[config.mk]
export PLATFORM = sky130hd
export DESIGN_NAME = piezo_fire_scheduler_flat
export DESIGN_NICKNAME = d
export VERILOG_FILES = /design/src/rtl/piezo_fire_scheduler_if.sv /design/src/rtl/piezo_fire_scheduler.sv /design/src/flat_wrapper.sv
export SDC_FILE = /design/constraint.sdc
export NUM_CORES = 1
export LEC_CHECK = 0
export CORE_UTILIZATION = 45
export DETAILED_ROUTE_END_ITERATION = 16
export PLACE_DENSITY = 0.68
export SYNTH_ARGS = -nofsm -noshare
export SYNTH_HDL_FRONTEND = slang
export SYNTH_SLANG_ARGS = --single-unit
[constraint.sdc]
create_clock -name clk -period 4.4 [get_ports clk]
set_clock_uncertainty 0.05 [all_clocks]
set_input_delay 0.44 -clock clk [delete_from_list [all_inputs] [get_ports clk]]
set_output_delay 0.44 -clock clk [all_outputs]
set_load 0.02 [all_outputs]
[src/rtl/piezo_fire_scheduler_if.sv]
// Bundles the control, configuration and drive-status signals of the piezo fire scheduler.
//   master : issues start/abort/event_trigger and configuration, observes drive outputs
//   slave  : the scheduler itself
interface piezo_fire_scheduler_if #(
  parameter int unsigned NUM_CH = 61,
  parameter int unsigned CNT_W  = 16
);
  logic              start;
  logic              abort;
  logic              event_trigger;
  logic [NUM_CH-1:0] channel_mask;
  logic [7:0]        burst_len;
  logic [CNT_W-1:0]  half_period;
  logic [CNT_W-1:0]  gap_len;
  logic [NUM_CH-1:0] piezo_out;
  logic              piezo_enable;
  logic [2:0]        status;
  logic [5:0]        cur_channel;
  logic              busy;
  logic              done;
  logic              cfg_error;

  modport master (
    output start, abort, event_trigger, channel_mask, burst_len, half_period, gap_len,
    input  piezo_out, piezo_enable, status, cur_channel, busy, done, cfg_error
  );

  modport slave (
    input  start, abort, event_trigger, channel_mask, burst_len, half_period, gap_len,
    output piezo_out, piezo_enable, status, cur_channel, busy, done, cfg_error
  );
endinterface

[src/rtl/piezo_fire_scheduler.sv]
// Sequences burst drive waveforms across a masked set of piezo channels in ascending
// order, released by an RTC event trigger, with optional idle gaps between channels.
// Ports:
//   clk   : system clock, rising edge
//   reset : synchronous active-high reset
//   bus   : slave side of piezo_fire_scheduler_if (start/abort/trigger, configuration,
//           piezo_out, piezo_enable, status, cur_channel, busy, done, cfg_error)
// All outputs are registered; status mirrors the state register.
module piezo_fire_scheduler #(
  parameter int unsigned NUM_CH = 61,
  parameter int unsigned CNT_W  = 16
) (
  input logic                  clk,
  input logic                  reset,
  piezo_fire_scheduler_if.slave bus
);

  // Half-period counter must reach 2*255-1.
  localparam int unsigned HP_W = 9;

  typedef enum logic [2:0] {
    S_IDLE = 3'd0,
    S_ARM  = 3'd1,
    S_FIRE = 3'd2,
    S_GAP  = 3'd3,
    S_DONE = 3'd4
  } state_t;

  state_t            state_q, state_d;
  logic [NUM_CH-1:0] mask_q;
  logic [7:0]        burst_q;
  logic [CNT_W-1:0]  half_period_q, gap_len_q;
  logic [5:0]        ch_q, ch_d;
  logic [CNT_W-1:0]  half_q, half_d;
  logic [HP_W-1:0]   hp_q, hp_d;
  logic [CNT_W-1:0]  gap_q, gap_d;
  logic              phase_q, phase_d;

  logic [NUM_CH-1:0] piezo_out_q, piezo_out_d;
  logic              enable_q, enable_d;
  logic              busy_q, busy_d;
  logic              done_q, done_d;
  logic              cfg_error_q, cfg_error_d;

  logic [5:0]        first_ch, next_ch;
  logic              has_next;
  logic              start_ok, cfg_ok;
  logic              half_end, hp_last, gap_end;

  // abort outranks start even in IDLE
  assign start_ok = (state_q == S_IDLE) && bus.start && !bus.abort;
  assign cfg_ok   = (bus.channel_mask != '0) && (bus.burst_len != 8'd0) && (bus.half_period != '0);
  assign half_end = (half_q == half_period_q - CNT_W'(1));
  assign hp_last  = (hp_q == ({burst_q, 1'b0} - HP_W'(1)));
  assign gap_end  = (gap_q == gap_len_q - CNT_W'(1));

  // Lowest set channel overall, and lowest set channel strictly above the current one.
  always_comb begin
    first_ch = '0;
    next_ch  = '0;
    has_next = 1'b0;
    for (int i = int'(NUM_CH) - 1; i >= 0; i--) begin
      if (mask_q[i]) first_ch = 6'(i);
      if (mask_q[i] && (6'(i) > ch_q)) begin
        next_ch  = 6'(i);
        has_next = 1'b1;
      end
    end
  end

  // State register.
  always_ff @(posedge clk) begin
    if (reset) state_q <= S_IDLE;
    else       state_q <= state_d;
  end

  // Next-state and counter update.
  always_comb begin
    state_d = state_q;
    ch_d    = ch_q;
    half_d  = half_q;
    hp_d    = hp_q;
    gap_d   = gap_q;
    phase_d = phase_q;
    case (state_q)
      S_IDLE: begin
        if (start_ok && cfg_ok) state_d = S_ARM;
      end
      S_ARM: begin
        if (bus.abort) begin
          state_d = S_IDLE;
        end else if (bus.event_trigger) begin
          state_d = S_FIRE;
          ch_d    = first_ch;
          half_d  = '0;
          hp_d    = '0;
          phase_d = 1'b1;
        end
      end
      S_FIRE: begin
        if (bus.abort) begin
          state_d = S_IDLE;
          phase_d = 1'b0;
        end else if (!half_end) begin
          half_d = half_q + CNT_W'(1);
        end else if (!hp_last) begin
          half_d  = '0;
          hp_d    = hp_q + HP_W'(1);
          phase_d = ~phase_q;
        end else if (!has_next) begin
          state_d = S_DONE;
          phase_d = 1'b0;
        end else if (gap_len_q != '0) begin
          state_d = S_GAP;
          gap_d   = '0;
          phase_d = 1'b0;
        end else begin
          // back-to-back channels when no gap is configured
          ch_d    = next_ch;
          half_d  = '0;
          hp_d    = '0;
          phase_d = 1'b1;
        end
      end
      S_GAP: begin
        if (bus.abort) begin
          state_d = S_IDLE;
        end else if (gap_end) begin
          state_d = S_FIRE;
          ch_d    = next_ch;
          half_d  = '0;
          hp_d    = '0;
          phase_d = 1'b1;
        end else begin
          gap_d = gap_q + CNT_W'(1);
        end
      end
      S_DONE:  state_d = S_IDLE;
      default: state_d = S_IDLE;
    endcase
  end

  // Output decode from the upcoming state; registered below.
  always_comb begin
    piezo_out_d = '0;
    enable_d    = (state_d == S_FIRE) || (state_d == S_GAP);
    busy_d      = (state_d != S_IDLE);
    done_d      = (state_d == S_DONE);
    cfg_error_d = start_ok && !cfg_ok;
    for (int i = 0; i < int'(NUM_CH); i++) begin
      piezo_out_d[i] = (state_d == S_FIRE) && phase_d && (ch_d == 6'(i));
    end
  end

  // Configuration latch, counters and output registers.
  always_ff @(posedge clk) begin
    if (reset) begin
      mask_q        <= '0;
      burst_q       <= '0;
      half_period_q <= '0;
      gap_len_q     <= '0;
      ch_q          <= '0;
      half_q        <= '0;
      hp_q          <= '0;
      gap_q         <= '0;
      phase_q       <= 1'b0;
      piezo_out_q   <= '0;
      enable_q      <= 1'b0;
      busy_q        <= 1'b0;
      done_q        <= 1'b0;
      cfg_error_q   <= 1'b0;
    end else begin
      if (start_ok) begin
        mask_q        <= bus.channel_mask;
        burst_q       <= bus.burst_len;
        half_period_q <= bus.half_period;
        gap_len_q     <= bus.gap_len;
      end
      ch_q        <= ch_d;
      half_q      <= half_d;
      hp_q        <= hp_d;
      gap_q       <= gap_d;
      phase_q     <= phase_d;
      piezo_out_q <= piezo_out_d;
      enable_q    <= enable_d;
      busy_q      <= busy_d;
      done_q      <= done_d;
      cfg_error_q <= cfg_error_d;
    end
  end

  assign bus.piezo_out    = piezo_out_q;
  assign bus.piezo_enable = enable_q;
  assign bus.status       = state_q;
  assign bus.cur_channel  = ch_q;
  assign bus.busy         = busy_q;
  assign bus.done         = done_q;
  assign bus.cfg_error    = cfg_error_q;

endmodule
[src/flat_wrapper.sv]
// flat-port wrapper written by rule: the top's interface ports become plain ports
module piezo_fire_scheduler_flat 
#(
  parameter int unsigned NUM_CH = 61,
  parameter int unsigned CNT_W  = 16
)
  (clk, reset, bus_start, bus_abort, bus_event_trigger, bus_channel_mask, bus_burst_len, bus_half_period, bus_gap_len, bus_piezo_out, bus_piezo_enable, bus_status, bus_cur_channel, bus_busy, bus_done, bus_cfg_error);
  piezo_fire_scheduler_if #(.NUM_CH(NUM_CH), .CNT_W(CNT_W)) bus_i ();
  input logic clk;
  input logic reset;
  input wire logic [$bits(bus_i.start)-1:0] bus_start;
  input wire logic [$bits(bus_i.abort)-1:0] bus_abort;
  input wire logic [$bits(bus_i.event_trigger)-1:0] bus_event_trigger;
  input wire logic [$bits(bus_i.channel_mask)-1:0] bus_channel_mask;
  input wire logic [$bits(bus_i.burst_len)-1:0] bus_burst_len;
  input wire logic [$bits(bus_i.half_period)-1:0] bus_half_period;
  input wire logic [$bits(bus_i.gap_len)-1:0] bus_gap_len;
  output wire logic [$bits(bus_i.piezo_out)-1:0] bus_piezo_out;
  output wire logic [$bits(bus_i.piezo_enable)-1:0] bus_piezo_enable;
  output wire logic [$bits(bus_i.status)-1:0] bus_status;
  output wire logic [$bits(bus_i.cur_channel)-1:0] bus_cur_channel;
  output wire logic [$bits(bus_i.busy)-1:0] bus_busy;
  output wire logic [$bits(bus_i.done)-1:0] bus_done;
  output wire logic [$bits(bus_i.cfg_error)-1:0] bus_cfg_error;
  assign bus_i.start = bus_start;
  assign bus_i.abort = bus_abort;
  assign bus_i.event_trigger = bus_event_trigger;
  assign bus_i.channel_mask = bus_channel_mask;
  assign bus_i.burst_len = bus_burst_len;
  assign bus_i.half_period = bus_half_period;
  assign bus_i.gap_len = bus_gap_len;
  assign bus_piezo_out = bus_i.piezo_out;
  assign bus_piezo_enable = bus_i.piezo_enable;
  assign bus_status = bus_i.status;
  assign bus_cur_channel = bus_i.cur_channel;
  assign bus_busy = bus_i.busy;
  assign bus_done = bus_i.done;
  assign bus_cfg_error = bus_i.cfg_error;
  piezo_fire_scheduler #(.NUM_CH(NUM_CH), .CNT_W(CNT_W)) u_core (.clk(clk), .reset(reset), .bus(bus_i));
endmodule
==> metrics <==
async set-reset flop share out of synthesis 0%; Critical Path AT 4.61 ns; Combinational Power Share approximately 18%; Setup crit end u_core.bus.piezo_out[48]; Reg clk slew, reported paths 0.06 ns; non-filler cells in the finished layout ~2200; sequential element share of the synthesized area 35.0%; antenna violations before repair 1; cell chosen for the clock root sky130_fd_sc_hd__clkbuf_16; Placed Cells 2167; placement row count 60; top area cells in the synthesized netlist sky130_fd_sc_hd__dfxtp_1, sky130_fd_sc_hd__nand2_1, sky130_fd_sc_hd__a21oi_1; CTS buffer count 24; Startpoint Class flip-flop; hold buffer count at cts 0; CTS tree yes; biggest area consumer among synthesized cells sky130_fd_sc_hd__dfxtp_1; power share of the sequential group 41.3%; adder-cell share of the synthesized area less than 1%; series of cell instances along the critical path inv_1 > ha_1 > nor2b_1 > a2111o_1 > nand4_1 > o22ai_1 > nor4_1 > buf_4 > nand4_1 > buf_4 > o211a_1 > or3_1 > a2111o_2 > buf_4 > nor3_1; leading cell types in the layout, fill and taps excluded sky130_fd_sc_hd__nand2_1, sky130_fd_sc_hd__dfxtp_1, sky130_fd_sc_hd__clkdlybuf4s50_1; sum of overflow across all layers after global routing 0; buffer levels on the longest clock path 3; initial core utilization between 40% and 50%; Die Outline Area ~28000 um^2; remaining number of nets flagged by the antenna check after routing 0; most frequent CP cell sky130_fd_sc_hd__buf_4; path type of the worst setup path flip-flop to flip-flop; dominant combinational cell family by area after synthesis simple AND/OR/NAND/NOR gates; FF+latch count, synth 217; number of input and output port buffers inserted between 150 and 200; final worst slack 0.181 ns; Static Leak approximately 5.6 nW; Netlist cell types between 80 and 90; via count of the first global-routing pass between 10000 and 15000; kind of end point of the critical path flip-flop; Cells on Worst Hold Path 2; post-detailed-placement half-perimeter wirelength 32.7 mm; total routing usage reported by global routing between 20% and 30%; Place WS -0.0357 ns; Final Hold Fails 0; Critical Path Fanout Max 7; maximum clock rate around 240 MHz; number of detailed-routing iterations run before antenna repair 6; total vias in the final route 13313; fraction of layout instances using a drive strength above 1 a little over 9%; number of antenna repair diodes 0; fraction of synthesized cell area in xor and xnor cells around 5.7%; initial detailed-routing violation count 1125; width of the die around 170 um; height of the die ~170 um; placer congestion estimate ~1.0; Post-Syn Instances ~1700; Detailed Route WL approximately 43 mm; final setup violation count 0; proportion of power drawn by the clock network ~41%; path type of the worst min-delay path input port to flip-flop; post-DR wirelength/cell roughly 19 um; commonest non-fill, non-tap cell in the layout sky130_fd_sc_hd__nand2_1; maximum ir drop on the vdd rail about 0.00027 V; Worst Tran Pin Value between 0.9 and 1 ns; cell with the largest stage delay on the worst path sky130_fd_sc_hd__a2111o_2; synth-to-layout area growth 27.6%; count of flip-flops with a built-in enable after synthesis 0; number of warnings reported in the yosys synthesis log 0; pin count of the biggest net entering global routing slightly below 90; share of the synthesized area in compound gates (AO/OA/AOI/OAI) about a fifth; cell area after synthesis between 10000 and 15000 um^2; Synth Flop Type sky130_fd_sc_hd__dfxtp_1; internal power of the cells about 3.7 mW; tightest slew margin relative to the limit ~35%; reported net switching power between 1 and 1.5 mW; CTS sink cnt 217; Setup crit start u_core.half_period_q[0]; power per cell area around 320 nW/um^2; count of cells along the worst register-to-register path 15; clock network latency to the later pin of the worst-skew pair approximately 0.53 ns; number of ports placed on the die boundary 180; global-route wire length before repair just under 70 mm; total number of H-tree levels 1; syn avg cell area about 7.4 um^2; share of the clock period used by the worst path after layout 95.9%; fraction of synthesized cell area taken by the top area cell type a little over a third; count of final max-slew check failures 0; Switching Fraction about 28%; post-synthesis simple-gate area fraction between 30% and 40%; Net Count, Synth approximately 1800; area of the core approximately 27000 um^2; Crit path largest cell delay between 0.5 and 0.6 ns; detailed-route DRC error count 0; Filler cells 2579; number of maximum-capacitance constraint violations 0; Crit Reg-Reg Endpoint u_core.bus.piezo_out[48]; final net count 1968; RSZ-0062 raised after global routing no; worst path required time between 4 and 5 ns; run status completed; Worst R2R Start u_core.half_period_q[0]; mux cell area share after synthesis 0.413%; setup total negative slack 0 ns; final critical path time including I/O delays and setup between 4 and 5 ns; worst reg2reg setup slack 0.18 ns; vias per cell around 6
-- worst min path at each step --
stage                             start                   endpoint  slack, ns
3_5_place_dp   u_core.half_period_q[15]   u_core.half_period_q[15]       0.41
5_1_grt                           reset  u_core.bus.cur_channel[3]       0.25
3_3_place_gp          u_core.burst_q[7]          u_core.burst_q[7]       0.42
6_report                          reset    u_core.bus.piezo_enable       0.25
4_1_cts                           reset          u_core.burst_q[2]       0.23
2_1_floorplan         u_core.burst_q[7]          u_core.burst_q[7]       0.40
-- layer usage --
layer / GRT usage [%] / part of all wire, % / vias to the layer above
met5: 0 / 0 / -
met4: 10.9 / 3.9 / 0
met3: 4.30 / 6.4 / 105
met2: 50.0 / 47 / 513
met1: 38.1 / 43 / 6235
li1: - / - / 6460
-- critical path: cells and delay by family (launching register included) --
kind,cells,cell delay (ns)
flip-flops,1,0.45
adder cells (fa/ha/maj),1,0.28
buffers and inverters,4,0.65
AND/OR/NAND/NOR,6,1.54
AO/OA/AOI/OAI,4,1.14
-- cell usage after synthesis (16+ instances only) --
| library cell | count |
|---|---|
| sky130_fd_sc_hd__nor3_1 | 86 |
| sky130_fd_sc_hd__buf_2 | 17 |
| sky130_fd_sc_hd__nand3_1 | 57 |
| sky130_fd_sc_hd__dfxtp_1 | 217 |
| sky130_fd_sc_hd__o211ai_1 | 23 |
| sky130_fd_sc_hd__or3_1 | 20 |
| sky130_fd_sc_hd__nor4_1 | 77 |
| sky130_fd_sc_hd__nand2_1 | 285 |
| sky130_fd_sc_hd__o21ai_1 | 18 |
| sky130_fd_sc_hd__nor2b_1 | 18 |
| sky130_fd_sc_hd__xnor2_1 | 47 |
| sky130_fd_sc_hd__inv_1 | 31 |
| sky130_fd_sc_hd__nand4_1 | 44 |
| sky130_fd_sc_hd__o21ai_0 | 41 |
| sky130_fd_sc_hd__nor2_1 | 116 |
| sky130_fd_sc_hd__a211oi_1 | 16 |
| sky130_fd_sc_hd__a21oi_1 | 156 |
| sky130_fd_sc_hd__and3_1 | 23 |
| sky130_fd_sc_hd__xor2_1 | 34 |
| sky130_fd_sc_hd__nand2b_1 | 17 |
| sky130_fd_sc_hd__clkbuf_1 | 88 |
-- power groups by stage --
stage                     Clock [mW]  Combinational (mW)  Sequential, mW
final                           2.08               0.902            2.10
after global routing            2.21               0.983            2.10
after CTS                       2.12               0.871            2.10
after detailed placement           0               0.866            2.14
after global placement             0               0.862            2.14
after floorplan                    0               0.560            2.10
-- registers in the layout, indices dropped and copies added (netlist names) --
| name | flops |
|---|---|
| u_core.bus.busy | 1 |
| u_core.half_q | 16 |
| u_core.mask_q | 61 |
| u_core.hp_q | 9 |
| u_core.bus.piezo_enable | 1 |
| u_core.bus.done | 1 |
| u_core.half_period_q | 16 |
| u_core.phase_q | 1 |
| u_core.bus.cur_channel | 6 |
| u_core.bus.cfg_error | 1 |
| u_core.bus.status | 3 |
| u_core.gap_q | 16 |
| u_core.burst_q | 8 |
| u_core.gap_len_q | 16 |
| u_core.bus.piezo_out | 61 |
-- layout make-up --
| class | instances | area, um^2 | area share, % |
|---|---|---|---|
| clock buffer | 31 | 677 | 4.27 |
| clock inverter | 11 | 151 | 0.956 |
| inverter | 35 | 131 | 0.829 |
| multi-input combinational | 1309 | 7630 | 48.1 |
| sequential | 217 | 4350 | 27.4 |
| tap | 341 | 427 | 2.69 |
| timing repair buffer | 268 | 2480 | 15.7 |
-- metrics by stage --
step / hold slack [ns] / total power [mW] / instance area [um^2] / utilization [%]
final: 0.249 / 5.08 / 15800 / 58.6
after detailed placement: 0.414 / 3.00 / 14900 / 55.1
after floorplan: 0.398 / 2.66 / 12400 / -
after global placement: 0.415 / 3.00 / 14900 / 55.1
after CTS: 0.230 / 5.08 / 15700 / 58.2
after global routing: 0.249 / 5.29 / 15800 / 58.6
-- kinds of logic (layout without fill, tap and decap cells) --
| group | Yosys count | count (layout) |
|---|---|---|
| AOI/OAI and AO/OA | 394 | 395 |
| xor gates and xnor gates | 81 | 81 |
| adders and majority gates | 7 | 7 |
| buffers and inverters | 149 | 345 |
| DFF | 217 | 217 |
| muxes | 5 | 5 |
| and+or+nand+nor | 821 | 821 |
-- repair_timing --
| action | 4_1_cts | 5_1_grt |
|---|---|---|
| gates cloned | 0 | 1 |
| pin swaps | 0 | 3 |
| buffers inserted | 0 | 2 |
| endpoints found under the setup margin | 10 | 52 |
| gates resized for setup | 3 | 19 |
No activity file was read; power rests on OpenSTA's default activity.
